==> src/rtl/spi_frame_scheduler_if.sv <==
// Handshake bundle between the counter-side requester, the frame scheduler
// and the SPI byte shift engine.
interface spi_frame_scheduler_if;
  logic        i_send;
  logic [13:0] i_data;
  logic        i_tx_done;
  logic        o_tx_start;
  logic [7:0]  o_tx_data;
  logic        o_ss;
  logic        o_busy;
  logic        o_frame_done;
  logic        o_dropped;

  modport slave (
    input  i_send, i_data, i_tx_done,
    output o_tx_start, o_tx_data, o_ss, o_busy, o_frame_done, o_dropped
  );

  modport master (
    output i_send, i_data, i_tx_done,
    input  o_tx_start, o_tx_data, o_ss, o_busy, o_frame_done, o_dropped
  );
endinterface

==> src/rtl/spi_frame_scheduler.sv <==
// Frames a 14-bit counter value as one SPI transaction (two bytes, high first)
// with slave-select setup time, a minimum inter-frame gap and a one-deep pending slot.
//
// state   | meaning
// IDLE    | o_ss high, waiting for i_send
// SETUP   | o_ss low, counting SS_SETUP_CYCLES before the first byte
// SEND_HI | byte0 {2'b00, data[13:8]} launched, waiting for i_tx_done
// SEND_LO | byte1 data[7:0] launched, waiting for i_tx_done
// GAP     | o_ss high for GAP_CYCLES; last cycle may relaunch directly
module spi_frame_scheduler #(
  parameter int unsigned SS_SETUP_CYCLES = 4,
  parameter int unsigned GAP_CYCLES      = 16
) (
  input  logic                  clk,
  input  logic                  reset,
  spi_frame_scheduler_if.slave  bus
);

  localparam int unsigned CNT_MAX = (SS_SETUP_CYCLES > GAP_CYCLES) ? SS_SETUP_CYCLES : GAP_CYCLES;
  localparam int unsigned CNT_W   = (CNT_MAX > 1) ? $clog2(CNT_MAX) : 1;
  localparam logic [CNT_W-1:0] SETUP_LOAD = CNT_W'(SS_SETUP_CYCLES - 1);
  localparam logic [CNT_W-1:0] GAP_LOAD   = CNT_W'(GAP_CYCLES - 1);

  typedef enum logic [2:0] {
    IDLE    = 3'd0,
    SETUP   = 3'd1,
    SEND_HI = 3'd2,
    SEND_LO = 3'd3,
    GAP     = 3'd4
  } state_t;

  state_t           state_q;
  logic [CNT_W-1:0] cnt_q;
  logic [13:0]      frame_q;
  logic             pend_valid_q;
  logic [13:0]      pend_data_q;
  logic             ss_q;
  logic             tx_start_q;
  logic [7:0]       tx_data_q;
  logic             busy_q;
  logic             frame_done_q;
  logic             dropped_q;
  logic             last_gap;

  assign last_gap = (state_q == GAP) && (cnt_q == '0);

  always_ff @(posedge clk or posedge reset) begin
    if (reset) begin
      state_q      <= IDLE;
      cnt_q        <= '0;
      frame_q      <= '0;
      pend_valid_q <= 1'b0;
      pend_data_q  <= '0;
      ss_q         <= 1'b1;
      tx_start_q   <= 1'b0;
      tx_data_q    <= '0;
      busy_q       <= 1'b0;
      frame_done_q <= 1'b0;
      dropped_q    <= 1'b0;
    end else begin
      tx_start_q   <= 1'b0;
      frame_done_q <= 1'b0;
      dropped_q    <= 1'b0;

      // The last GAP cycle is excluded: there i_send launches directly instead.
      if (bus.i_send && (state_q != IDLE) && !last_gap) begin
        pend_data_q  <= bus.i_data;
        pend_valid_q <= 1'b1;
        dropped_q    <= pend_valid_q;
      end

      case (state_q)
        IDLE: begin
          if (bus.i_send) begin
            frame_q <= bus.i_data;
            cnt_q   <= SETUP_LOAD;
            ss_q    <= 1'b0;
            busy_q  <= 1'b1;
            state_q <= SETUP;
          end
        end
        SETUP: begin
          if (cnt_q == '0) begin
            tx_start_q <= 1'b1;
            tx_data_q  <= {2'b00, frame_q[13:8]};
            state_q    <= SEND_HI;
          end else begin
            cnt_q <= cnt_q - 1'b1;
          end
        end
        SEND_HI: begin
          if (bus.i_tx_done) begin
            tx_start_q <= 1'b1;
            tx_data_q  <= frame_q[7:0];
            state_q    <= SEND_LO;
          end
        end
        SEND_LO: begin
          if (bus.i_tx_done) begin
            ss_q         <= 1'b1;
            frame_done_q <= 1'b1;
            cnt_q        <= GAP_LOAD;
            state_q      <= GAP;
          end
        end
        GAP: begin
          if (cnt_q != '0) begin
            cnt_q <= cnt_q - 1'b1;
          end else if (bus.i_send || pend_valid_q) begin
            // A fresh request beats the pending one; the pending one is dropped.
            frame_q      <= bus.i_send ? bus.i_data : pend_data_q;
            dropped_q    <= bus.i_send && pend_valid_q;
            pend_valid_q <= 1'b0;
            cnt_q        <= SETUP_LOAD;
            ss_q         <= 1'b0;
            state_q      <= SETUP;
          end else begin
            busy_q  <= 1'b0;
            state_q <= IDLE;
          end
        end
        default: state_q <= IDLE;
      endcase
    end
  end

  assign bus.o_tx_start   = tx_start_q;
  assign bus.o_tx_data    = tx_data_q;
  assign bus.o_ss         = ss_q;
  assign bus.o_busy       = busy_q;
  assign bus.o_frame_done = frame_done_q;
  assign bus.o_dropped    = dropped_q;

endmodule

==> src/flat_wrapper.sv <==
// flat-port wrapper written by rule: the top's interface ports become plain ports
module spi_frame_scheduler_flat 
#(
  parameter int unsigned SS_SETUP_CYCLES = 4,
  parameter int unsigned GAP_CYCLES      = 16
)
  (clk, reset, bus_i_send, bus_i_data, bus_i_tx_done, bus_o_tx_start, bus_o_tx_data, bus_o_ss, bus_o_busy, bus_o_frame_done, bus_o_dropped);
  spi_frame_scheduler_if bus_i ();
  input  logic clk;
  input  logic reset;
  input wire logic [$bits(bus_i.i_send)-1:0] bus_i_send;
  input wire logic [$bits(bus_i.i_data)-1:0] bus_i_data;
  input wire logic [$bits(bus_i.i_tx_done)-1:0] bus_i_tx_done;
  output wire logic [$bits(bus_i.o_tx_start)-1:0] bus_o_tx_start;
  output wire logic [$bits(bus_i.o_tx_data)-1:0] bus_o_tx_data;
  output wire logic [$bits(bus_i.o_ss)-1:0] bus_o_ss;
  output wire logic [$bits(bus_i.o_busy)-1:0] bus_o_busy;
  output wire logic [$bits(bus_i.o_frame_done)-1:0] bus_o_frame_done;
  output wire logic [$bits(bus_i.o_dropped)-1:0] bus_o_dropped;
  assign bus_i.i_send = bus_i_send;
  assign bus_i.i_data = bus_i_data;
  assign bus_i.i_tx_done = bus_i_tx_done;
  assign bus_o_tx_start = bus_i.o_tx_start;
  assign bus_o_tx_data = bus_i.o_tx_data;
  assign bus_o_ss = bus_i.o_ss;
  assign bus_o_busy = bus_i.o_busy;
  assign bus_o_frame_done = bus_i.o_frame_done;
  assign bus_o_dropped = bus_i.o_dropped;
  spi_frame_scheduler #(.SS_SETUP_CYCLES(SS_SETUP_CYCLES), .GAP_CYCLES(GAP_CYCLES)) u_core (.clk(clk), .reset(reset), .bus(bus_i));
endmodule
==> config.mk <==
export PLATFORM = sky130hd
export DESIGN_NAME = spi_frame_scheduler_flat
export DESIGN_NICKNAME = d
export VERILOG_FILES = /design/src/rtl/spi_frame_scheduler_if.sv /design/src/rtl/spi_frame_scheduler.sv /design/src/flat_wrapper.sv
export SDC_FILE = /design/constraint.sdc
export NUM_CORES = 1
export LEC_CHECK = 0
export CAP_MARGIN = 20
export CORE_MARGIN = 2
export CORE_UTILIZATION = 54
export DETAILED_ROUTE_END_ITERATION = 16
export PLACE_DENSITY_LB_ADDON = 0.1
export SYNTH_ARGS = -nofsm -noshare
export SYNTH_HDL_FRONTEND = slang
export SYNTH_SLANG_ARGS = --single-unit
==> constraint.sdc <==
create_clock -name clk -period 2.86 [get_ports clk]
set_clock_uncertainty 0.2 [all_clocks]
set_input_delay 0.429 -clock clk [delete_from_list [all_inputs] [get_ports clk]]
set_output_delay 0.429 -clock clk [all_outputs]
set_load 0.05 [all_outputs]
==> results of run 1 <==
[state kept, by name, summed over array words and instances (netlist names)]
signal	cells
u_core.bus.o_busy	1
u_core.cnt_q	4
u_core.bus.o_frame_done	1
u_core.bus.o_tx_start	1
u_core.bus.o_ss	1
u_core.state_q	3
u_core.bus.o_dropped	1
u_core.pend_valid_q	1
u_core.bus.o_tx_data	8
u_core.frame_q	14
u_core.pend_data_q	14
[worst min-delay path by stage]
stage                     slack [ns]                                  to                                from
final                           0.28   u_core.pend_data_q[4]$_DFFE_PP0P_                               reset
after global routing            0.33   u_core.pend_data_q[4]$_DFFE_PP0P_                               reset
after CTS                       0.29   u_core.pend_data_q[4]$_DFFE_PP0P_                               reset
after detailed placement        0.29   u_core.pend_data_q[3]$_DFFE_PP0P_   u_core.pend_data_q[3]$_DFFE_PP0P_
after global placement          0.28   u_core.pend_data_q[5]$_DFFE_PP0P_   u_core.pend_data_q[5]$_DFFE_PP0P_
after floorplan                 0.27  u_core.pend_data_q[10]$_DFFE_PP0P_  u_core.pend_data_q[10]$_DFFE_PP0P_
[report_power, final]
group	internal, uW	switching (uW)	leakage, uW	total (uW)
clock network	219	223	0.0000542	441
registers	1010	220	0.000583	1230
logic	623	635	0.000540	1260
[cells by family (layout without fill, tap and decap cells)]
| logic type | Yosys count | count (layout) | share of synthesized area (%) |
|---|---|---|---|
| buffers and inverters | 13 | 50 | 3.125 |
| AND/OR/NAND/NOR | 32 | 32 | 8.352 |
| AO/OA/AOI/OAI | 28 | 28 | 7.489 |
| flip-flops | 49 | 49 | 52.86 |
| multiplexers | 56 | 56 | 27.10 |
| adder cells (fa/ha/maj) | 2 | 2 | 1.077 |
[cells in the mapped netlist]
| cell | count |
|---|---|
| mux2_2 | 55 |
| dfrtp_1 | 48 |
| a21oi_1 | 9 |
| nor2_1 | 7 |
| inv_1 | 6 |
| nand2b_1 | 5 |
| o21ai_0 | 5 |
| o31ai_1 | 5 |
| nand2_1 | 4 |
| buf_4 | 3 |
| nor3_1 | 3 |
| o22ai_1 | 3 |
| clkbuf_1 | 2 |
| ha_1 | 2 |
| nand3_1 | 2 |
| o21a_1 | 2 |
| a211o_1 | 1 |
| a22o_1 | 1 |
| a31oi_1 | 1 |
| and2_1 | 1 |
| and3b_1 | 1 |
| buf_2 | 1 |
| buf_8 | 1 |
| dfstp_2 | 1 |
| mux2i_1 | 1 |
| nand4b_1 | 1 |
| nor2b_1 | 1 |
| nor2b_2 | 1 |
| nor3b_1 | 1 |
| nor3b_4 | 1 |
| o2bb2ai_1 | 1 |
| or3_1 | 1 |
| or3b_2 | 1 |
| or4_1 | 1 |
| or4_2 | 1 |
[metal layers]
metal	GRT usage, %	wire length (um)	vias up
met5	0	0	-
met2	34.40	2320	28
met3	5.233	144	5
met4	6.972	63	0
met1	24.32	1896	767
li1	-	-	723
[through the flow]
| stage | hold WS (ns) | setup WS (ns) |
|---|---|---|
| global placement | 0.2810 | 0.3315 |
| global route | 0.3266 | 0.1174 |
| CTS | 0.2918 | 0.2370 |
| detailed placement | 0.2885 | 0.2651 |
| floorplan | 0.2736 | 0.4361 |
| finish | 0.2802 | 0.2493 |
[worst register-to-register path, cell delays in order, from the launching register on]
cell     delay (ns)
dfrtp_1        0.40
inv_1          0.12
ha_1           0.21
nor3b_4        0.27
nor2b_2        0.08
or4_1          0.82
mux2_2         0.41
[placed cells by master (no fill, tap or decap), types with 2 or more instances in the layout]
master           instances
clkdlybuf4s50_1         30
nand2_1                  4
o21a_1                   2
nand3_1                  2
buf_4                    5
o31ai_1                  4
nor3_1                   3
ha_1                     2
dfrtp_1                 48
mux2_2                  55
clkbuf_8                 7
nor2_1                   7
a21oi_1                  9
o22ai_1                  3
o21ai_0                  5
inv_1                    5
nand2b_1                 5
[area by class of cell]
cell class                      instances  area [um2]
Fill cell                             289        1259
Sequential cell                        49        1227
Multi-Input combinational cell        118        1027
Timing Repair Buffer                   36       357.8
Clock buffer                            7       96.34
Tap cell                               50       62.56
Inverter                                6       22.52
Clock inverter                          1       5.005
==> results_tabular.tex, run 1 <==
\begin{tabular}{lr}
\hline
Metric & Value \\
\hline
\multicolumn{2}{l}{\textbf{Detailed routing}} \\
\quad Sum of routed wire length over all layers & about 4400 um \\
\quad Drt drc & 0 \\
\quad Number of DRC violations after detailed-routing iteration 0 & 84 \\
\quad Post-detailed-route via-to-cell ratio & $\sim$5.7 \\
\quad Final routed wire length divided by cell count & roughly 17 um \\
\quad Iteration count of the initial detailed-routing pass & 4 \\
\quad Post-route antenna net violation count & 0 \\
\quad Vias & 1523 \\
\multicolumn{2}{l}{\textbf{Die}} \\
\quad Starting utilization of the core area & 57.23\% \\
\quad Row count & 23 \\
\quad Die area & about 0.0048 mm2 \\
\quad Core Footprint & 0.004058 mm2 \\
\quad Horiz. Die Dim & between 60 and 70 um \\
\quad I/O pin total & 31 \\
\quad Vertical die dimension & between 60 and 70 um \\
\multicolumn{2}{l}{\textbf{Synthesis}} \\
\quad Sequential area share after synthesis & about 53\% \\
\quad Share of Yosys cell area claimed by the top area cell type & 51.72\% \\
\quad Synthesized instance count & 180 \\
\quad Yosys warning total & 0 \\
\quad Synth area leaders & dfrtp\_1 52\%, mux2\_2 27\%, a21oi\_1 1.9\% \\
\quad Post-Synthesis Cell Area & 0.002322 mm2 \\
\quad Mean instance size in the synthesized netlist & $\sim$13 um2 \\
\quad Post-synthesis register bit count & just under 50 \\
\quad Total nets after synthesis & 200 \\
\quad Cell taking the most area after synthesis & dfrtp\_1 \\
\quad Unique cell type count in the Yosys netlist & 35 \\
\multicolumn{2}{l}{\textbf{Finish}} \\
\quad Share of final-layout standard cells stronger than drive strength 1 & a little over a third \\
\quad Post-route standard cell area excluding fillers & approximately 0.0028 mm2 \\
\quad Final-stage net count & between 200 and 250 \\
\quad Post-route core utilization & 68.98\% \\
\quad Cell Count, Final, Fillers Out & 267 \\
\quad Inserted Diodes & 0 \\
\quad Area added between synthesis and finish & 20.53\% \\
\multicolumn{2}{l}{\textbf{Critical path}} \\
\quad Slack of the worst reg-to-reg path & roughly 0.25 ns \\
\quad Critical path required time & approximately 2.8 ns \\
\quad Register-to-Register Path Depth & 6 \\
\quad Critical path endpoint category & register \\
\quad Reg2reg start & u\_core.cnt\_q[0]\$\_DFFE\_PP0P\_ \\
\quad Class of the most critical setup path & reg2reg \\
\quad Instance count on the critical path & 6 \\
\quad Setup crit start kind & register \\
\quad Origin of the worst setup path & u\_core.cnt\_q[0]\$\_DFFE\_PP0P\_ \\
\quad Reg2Reg Capture Point & u\_core.frame\_q[10]\$\_DFFE\_PP0P\_ \\
\quad CP Cell Sequence & inv\_1 -> ha\_1 -> nor3b\_4 -> nor2b\_2 -> or4\_1 -> mux2\_2 \\
\quad Cell family with the largest share of critical-path delay & simple AND/OR/NAND/NOR gates \\
\quad Critical Path Sink & u\_core.frame\_q[10]\$\_DFFE\_PP0P\_ \\
\quad Buffer and inverter count on the worst path & 1 \\
\quad Largest driver fanout on the critical path & 15 \\
\quad Cell with the largest stage delay on the worst path & or4\_1 \\
\quad Slowest stage delay, CP & slightly above 0.8 ns \\
\quad WP data arrival & around 2.6 ns \\
\multicolumn{2}{l}{\textbf{Global route}} \\
\quad Final global-route overflow total & 0 \\
\quad Initial antenna violation count & 0 \\
\quad All-layer global routing usage & $\sim$20\% \\
\quad Number of global-route vias before repair & roughly 1600 \\
\quad Global-route wire length before repair & approximately 7600 um \\
\quad Maximum number of pins on one net before global-route repair & 27 \\
\multicolumn{2}{l}{\textbf{Placement}} \\
\quad Placed cell count & $\sim$260 \\
\quad Routability Congestion & 0.7565 \\
\quad Estimated wirelength of the detail-placed design & 3114 um \\
\quad \# port buffers & 30 \\
\quad Instance area after placement & around 0.0027 mm2 \\
\multicolumn{2}{l}{\textbf{Power}} \\
\quad Sum of internal, switching and leakage power & between 2000 and 3000 uW \\
\quad Power per unit of standard cell area & roughly 1000 mW/mm2 \\
\quad VDD IR-drop max & 0.5613 mV \\
\quad Leakage power figure & 0.001177 uW \\
\multicolumn{2}{l}{\textbf{Clocking}} \\
\quad Clock transition at the registers of the reported paths & approximately 0.090 ns \\
\quad Clk\_lat worst skew & $\sim$0.30 ns \\
\quad Hold\_buf cts & 0 \\
\quad Sink count of the clock tree & 49 \\
\quad PostCTS Resize Cnt & 0 \\
\quad Clock Path Buffers & 2 \\
\quad Clock tree from TritonCTS & done \\
\quad Post-CTS setup buffer count & 0 \\
\quad Number of buffers created by CTS & 5 \\
\quad H-tree depth & 2 \\
\quad Root Buffer & clkbuf\_8 \\
\multicolumn{2}{l}{\textbf{Min path}} \\
\quad Class of the tightest hold or removal check & in2async \\
\multicolumn{2}{l}{\textbf{Timing}} \\
\quad Slew at the pin closest to its max-slew limit & a little under 0.7 ns \\
\quad Final Hold Violating Endpoints & 0 \\
\quad RSZ-0062 raised after global routing & no \\
\quad Crit share post-route & between 90\% and 100\% \\
\quad Slew Limit Headroom & 54.03\% \\
\quad Sum of negative setup slack & 0 ns \\
\quad Minimum clock period after layout & roughly 2.6 ns \\
\quad Highest achievable clock rate & 383.0 MHz \\
\quad Final count of negative-setup-slack endpoints & 0 \\
\quad Number of pins exceeding their max-slew limit in the final report & 0 \\
\multicolumn{2}{l}{\textbf{Job}} \\
\quad Maximum Capacitance Violations & 0 \\
\multicolumn{2}{l}{\textbf{Status}} \\
\quad Outcome & finished clean \\
\hline
\end{tabular}
(Power assumes the default switching activity.)
==> inputs of run 2 (changes only) <==
--- a/config.mk
+++ b/config.mk
@@ -7,7 +7,7 @@
 export LEC_CHECK = 0
 export CAP_MARGIN = 20
 export CORE_MARGIN = 2
-export CORE_UTILIZATION = 54
+export CORE_UTILIZATION = 46
 export DETAILED_ROUTE_END_ITERATION = 16
 export PLACE_DENSITY_LB_ADDON = 0.1
 export SYNTH_ARGS = -nofsm -noshare
==> run 2 against run 1 <==
Effect of this change:
- global-route usage shrank 2.1 points
- via count decreased by 0.33%
- register-to-register slack gained 0.23 ns
- sequential power about the same
- largest cell class unchanged
==> results_tabular.tex, run 2 (same netlist as run 1, synthesis figures left out) <==
\begin{tabular}{lr}
\hline
Metric & Value \\
\hline
\multicolumn{2}{l}{\textbf{Global route}} \\
\quad Initial antenna violation count & 0 (unchanged) \\
\quad Met2 demand-to-capacity share in global routing & 29.63\% (-4.8 points) \\
\quad Grt peak-use layer & met2 \\
\quad Maximum number of pins on one net before global-route repair & 20 (-26\%) \\
\quad Met1 capacity usage during global routing & 23.48\% (-0.84 points) \\
\quad Number of global-route vias before repair & 1569 (-3.6\%) \\
\quad Global-route wire length before repair & 7555 um (-0.37\%) \\
\quad Final global-route overflow total & 0 (unchanged) \\
\quad All-layer global routing usage & 17.91\% (-2.1 points) \\
\quad Met3 GRT Util & 4.418\% (-0.81 points) \\
\multicolumn{2}{l}{\textbf{Timing}} \\
\quad Crit share post-route & 83.39\% (-7.9 points) \\
\quad Sum of negative setup slack & 0 ns (unchanged) \\
\quad Minimum clock period after layout & 2.385 ns (-0.2256 ns) \\
\quad Highest achievable clock rate & 419.3 MHz (+9.5\%) \\
\quad Final count of negative-setup-slack endpoints & 0 (unchanged) \\
\quad RSZ-0062 raised after global routing & no \\
\quad Slew at the pin closest to its max-slew limit & 0.5505 ns (-0.1390 ns) \\
\quad Slew Limit Headroom & 63.16\% (+9.1 points) \\
\quad Number of pins exceeding their max-slew limit in the final report & 0 (unchanged) \\
\quad Final Hold Violating Endpoints & 0 (unchanged) \\
\multicolumn{2}{l}{\textbf{Detailed routing}} \\
\quad Number of DRC violations after detailed-routing iteration 0 & 72 (-14\%) \\
\quad Drt drc & 0 (unchanged) \\
\quad Iteration count of the initial detailed-routing pass & 4 (unchanged) \\
\quad Post-detailed-route via-to-cell ratio & 5.308 (-6.9\%) \\
\quad Post-route antenna net violation count & 0 (unchanged) \\
\quad Sum of routed wire length over all layers & 4420 um (about the same) \\
\quad Vias & 1518 (-0.33\%) \\
\quad Final routed wire length divided by cell count & 15.45 um (-6.7\%) \\
\multicolumn{2}{l}{\textbf{Finish}} \\
\quad Commonest non-fill, non-tap cell in the layout & mux2\_2 \\
\quad Commonest cells after routing, fill and taps aside & 55 x mux2\_2, 48 x dfrtp\_1, 30 x clkdlybuf4s50\_1 \\
\quad Post-route core utilization & 58.82\% (-10 points) \\
\quad Inserted Diodes & 0 (unchanged) \\
\quad Share of final-layout standard cells stronger than drive strength 1 & 35.16\% (+0.14 points) \\
\quad Fillers & 397 (+37\%) \\
\quad Register cell area after layout & 0.001227 mm2 (unchanged) \\
\quad Final-stage net count & 239 (+1.3\%) \\
\quad Cell Count, Final, Fillers Out & 286 (+7.1\%) \\
\quad Area added between synthesis and finish & 21.23\% \\
\quad Area taken by multi-input logic gates & 0.001027 mm2 (unchanged) \\
\multicolumn{2}{l}{\textbf{Die}} \\
\quad Vertical die dimension & 75.05 um (+7.9\%) \\
\quad Starting utilization of the core area & 48.52\% (-8.7 points) \\
\quad Row count & 25 (+8.7\%) \\
\quad Horiz. Die Dim & 75.05 um (+7.9\%) \\
\quad I/O pin total & 31 (unchanged) \\
\quad Die area & 0.005633 mm2 (+16\%) \\
\quad Core Footprint & 0.004786 mm2 (+18\%) \\
\multicolumn{2}{l}{\textbf{Critical path}} \\
\quad Critical path endpoint category & register \\
\quad Largest driver fanout on the critical path & 14 (-1) \\
\quad WP data arrival & 2.36 ns (-0.24 ns) \\
\quad Cell with the largest stage delay on the worst path & or3b\_2 \\
\quad Slowest stage delay, CP & 0.55 ns (-0.27 ns) \\
\quad Critical path required time & 2.83 ns (about the same) \\
\quad Setup crit start kind & register \\
\quad CP Cell Sequence & or3b\_2 -> nor2\_1 -> buf\_4 -> mux2\_2 -> mux2\_2 \\
\quad Cell with the most instances on the worst path & mux2\_2 \\
\quad Class of the most critical setup path & reg2reg \\
\multicolumn{2}{l}{\textbf{Min path}} \\
\quad Class of the tightest hold or removal check & in2async \\
\multicolumn{2}{l}{\textbf{Clocking}} \\
\quad Sink count of the clock tree & 49 (unchanged) \\
\quad Clock tree from TritonCTS & done \\
\quad Clock transition at the registers of the reported paths & 0.08 ns (about the same) \\
\quad Post-CTS setup buffer count & 0 (unchanged) \\
\quad Root Buffer & clkbuf\_8 \\
\quad Clk\_lat worst skew & 0.29 ns (about the same) \\
\quad Number of buffers created by CTS & 5 (unchanged) \\
\quad Hold\_buf cts & 0 (unchanged) \\
\quad H-tree depth & 2 (unchanged) \\
\quad Clock Path Buffers & 2 (unchanged) \\
\quad PostCTS Resize Cnt & 0 (unchanged) \\
\multicolumn{2}{l}{\textbf{Power}} \\
\quad VDD IR-drop max & 0.6084 mV (+8.4\%) \\
\quad Power per unit of standard cell area & 1032 mW/mm2 (-1.3\%) \\
\quad Leakage power figure & 0.001177 uW (about the same) \\
\multicolumn{2}{l}{\textbf{Job}} \\
\quad Maximum Capacitance Violations & 0 (unchanged) \\
\multicolumn{2}{l}{\textbf{Placement}} \\
\quad \# port buffers & 30 (unchanged) \\
\quad Routability Congestion & 0.8650 (+14\%) \\
\quad Placed cell count & 279 (+7.7\%) \\
\quad Estimated wirelength of the detail-placed design & 3131 um (+0.56\%) \\
\multicolumn{2}{l}{\textbf{Status}} \\
\quad Outcome & finished clean \\
\hline
\end{tabular}
[run 2: final cells by class]
class / instances / area share, %
clock buffers: 7 / 3.067
inverters: 6 / 0.8000
multi-input cells: 118 / 36.49
flip-flops and latches: 49 / 43.60
well taps: 67 / 2.978
repair buffers: 39 / 13.07
[run 2: power breakdown]
group	leakage, uW	switching [uW]	total (uW)	internal (uW)
logic	0.000550	651	1290	637
registers	0.000583	211	1220	1010
clock network	0.0000443	205	397	192
[run 2: critical path: cells and delay by family (launching register included)]
family | cells | cell delay [ns]
buffers and inverters | 1 | 0.25
DFF | 1 | 0.53
and+or+nand+nor | 2 | 0.66
muxes | 2 | 0.62
[run 2: final timing paths]
| path | start | endpoint | slack, ns | cells after the start |
|---|---|---|---|---|
| max | u_core.state_q[0]$_DFFE_PP0P_ | u_core.frame_q[5]$_DFFE_PP0P_ | 0.47 | 5 |
| min | reset | u_core.bus.o_frame_done$_DFF_PP0_ | 0.25 | 2 |
| max reg2reg | u_core.state_q[0]$_DFFE_PP0P_ | u_core.frame_q[5]$_DFFE_PP0P_ | 0.47 | 5 |
| min reg2reg | u_core.pend_data_q[2]$_DFFE_PP0P_ | u_core.pend_data_q[2]$_DFFE_PP0P_ | 0.31 | 1 |
| max in group asynchronous | reset | u_core.bus.o_tx_start$_DFF_PP0_ | 1.65 | 3 |
| min in group clk | u_core.pend_data_q[2]$_DFFE_PP0P_ | u_core.pend_data_q[2]$_DFFE_PP0P_ | 0.31 | 1 |
[run 2: through the flow]
step	setup WS, ns	hold slack [ns]	power, uW	cell area (um2)
after detailed placement	0.4300	0.2909	2517	2729
after global routing	0.3412	0.3014	3091	2815
final	0.4749	0.2465	2906	2815
after global placement	0.5032	0.2816	2471	2729
after CTS	0.4731	0.2562	2925	2815
after floorplan	0.4361	0.2736	2164	2322
[run 2: routing by layer]
metal	part of all wire, %	wire (um)
met3	3.3	145
met5	0	0
met1	45	1967
met4	0.50	22
met2	52	2284
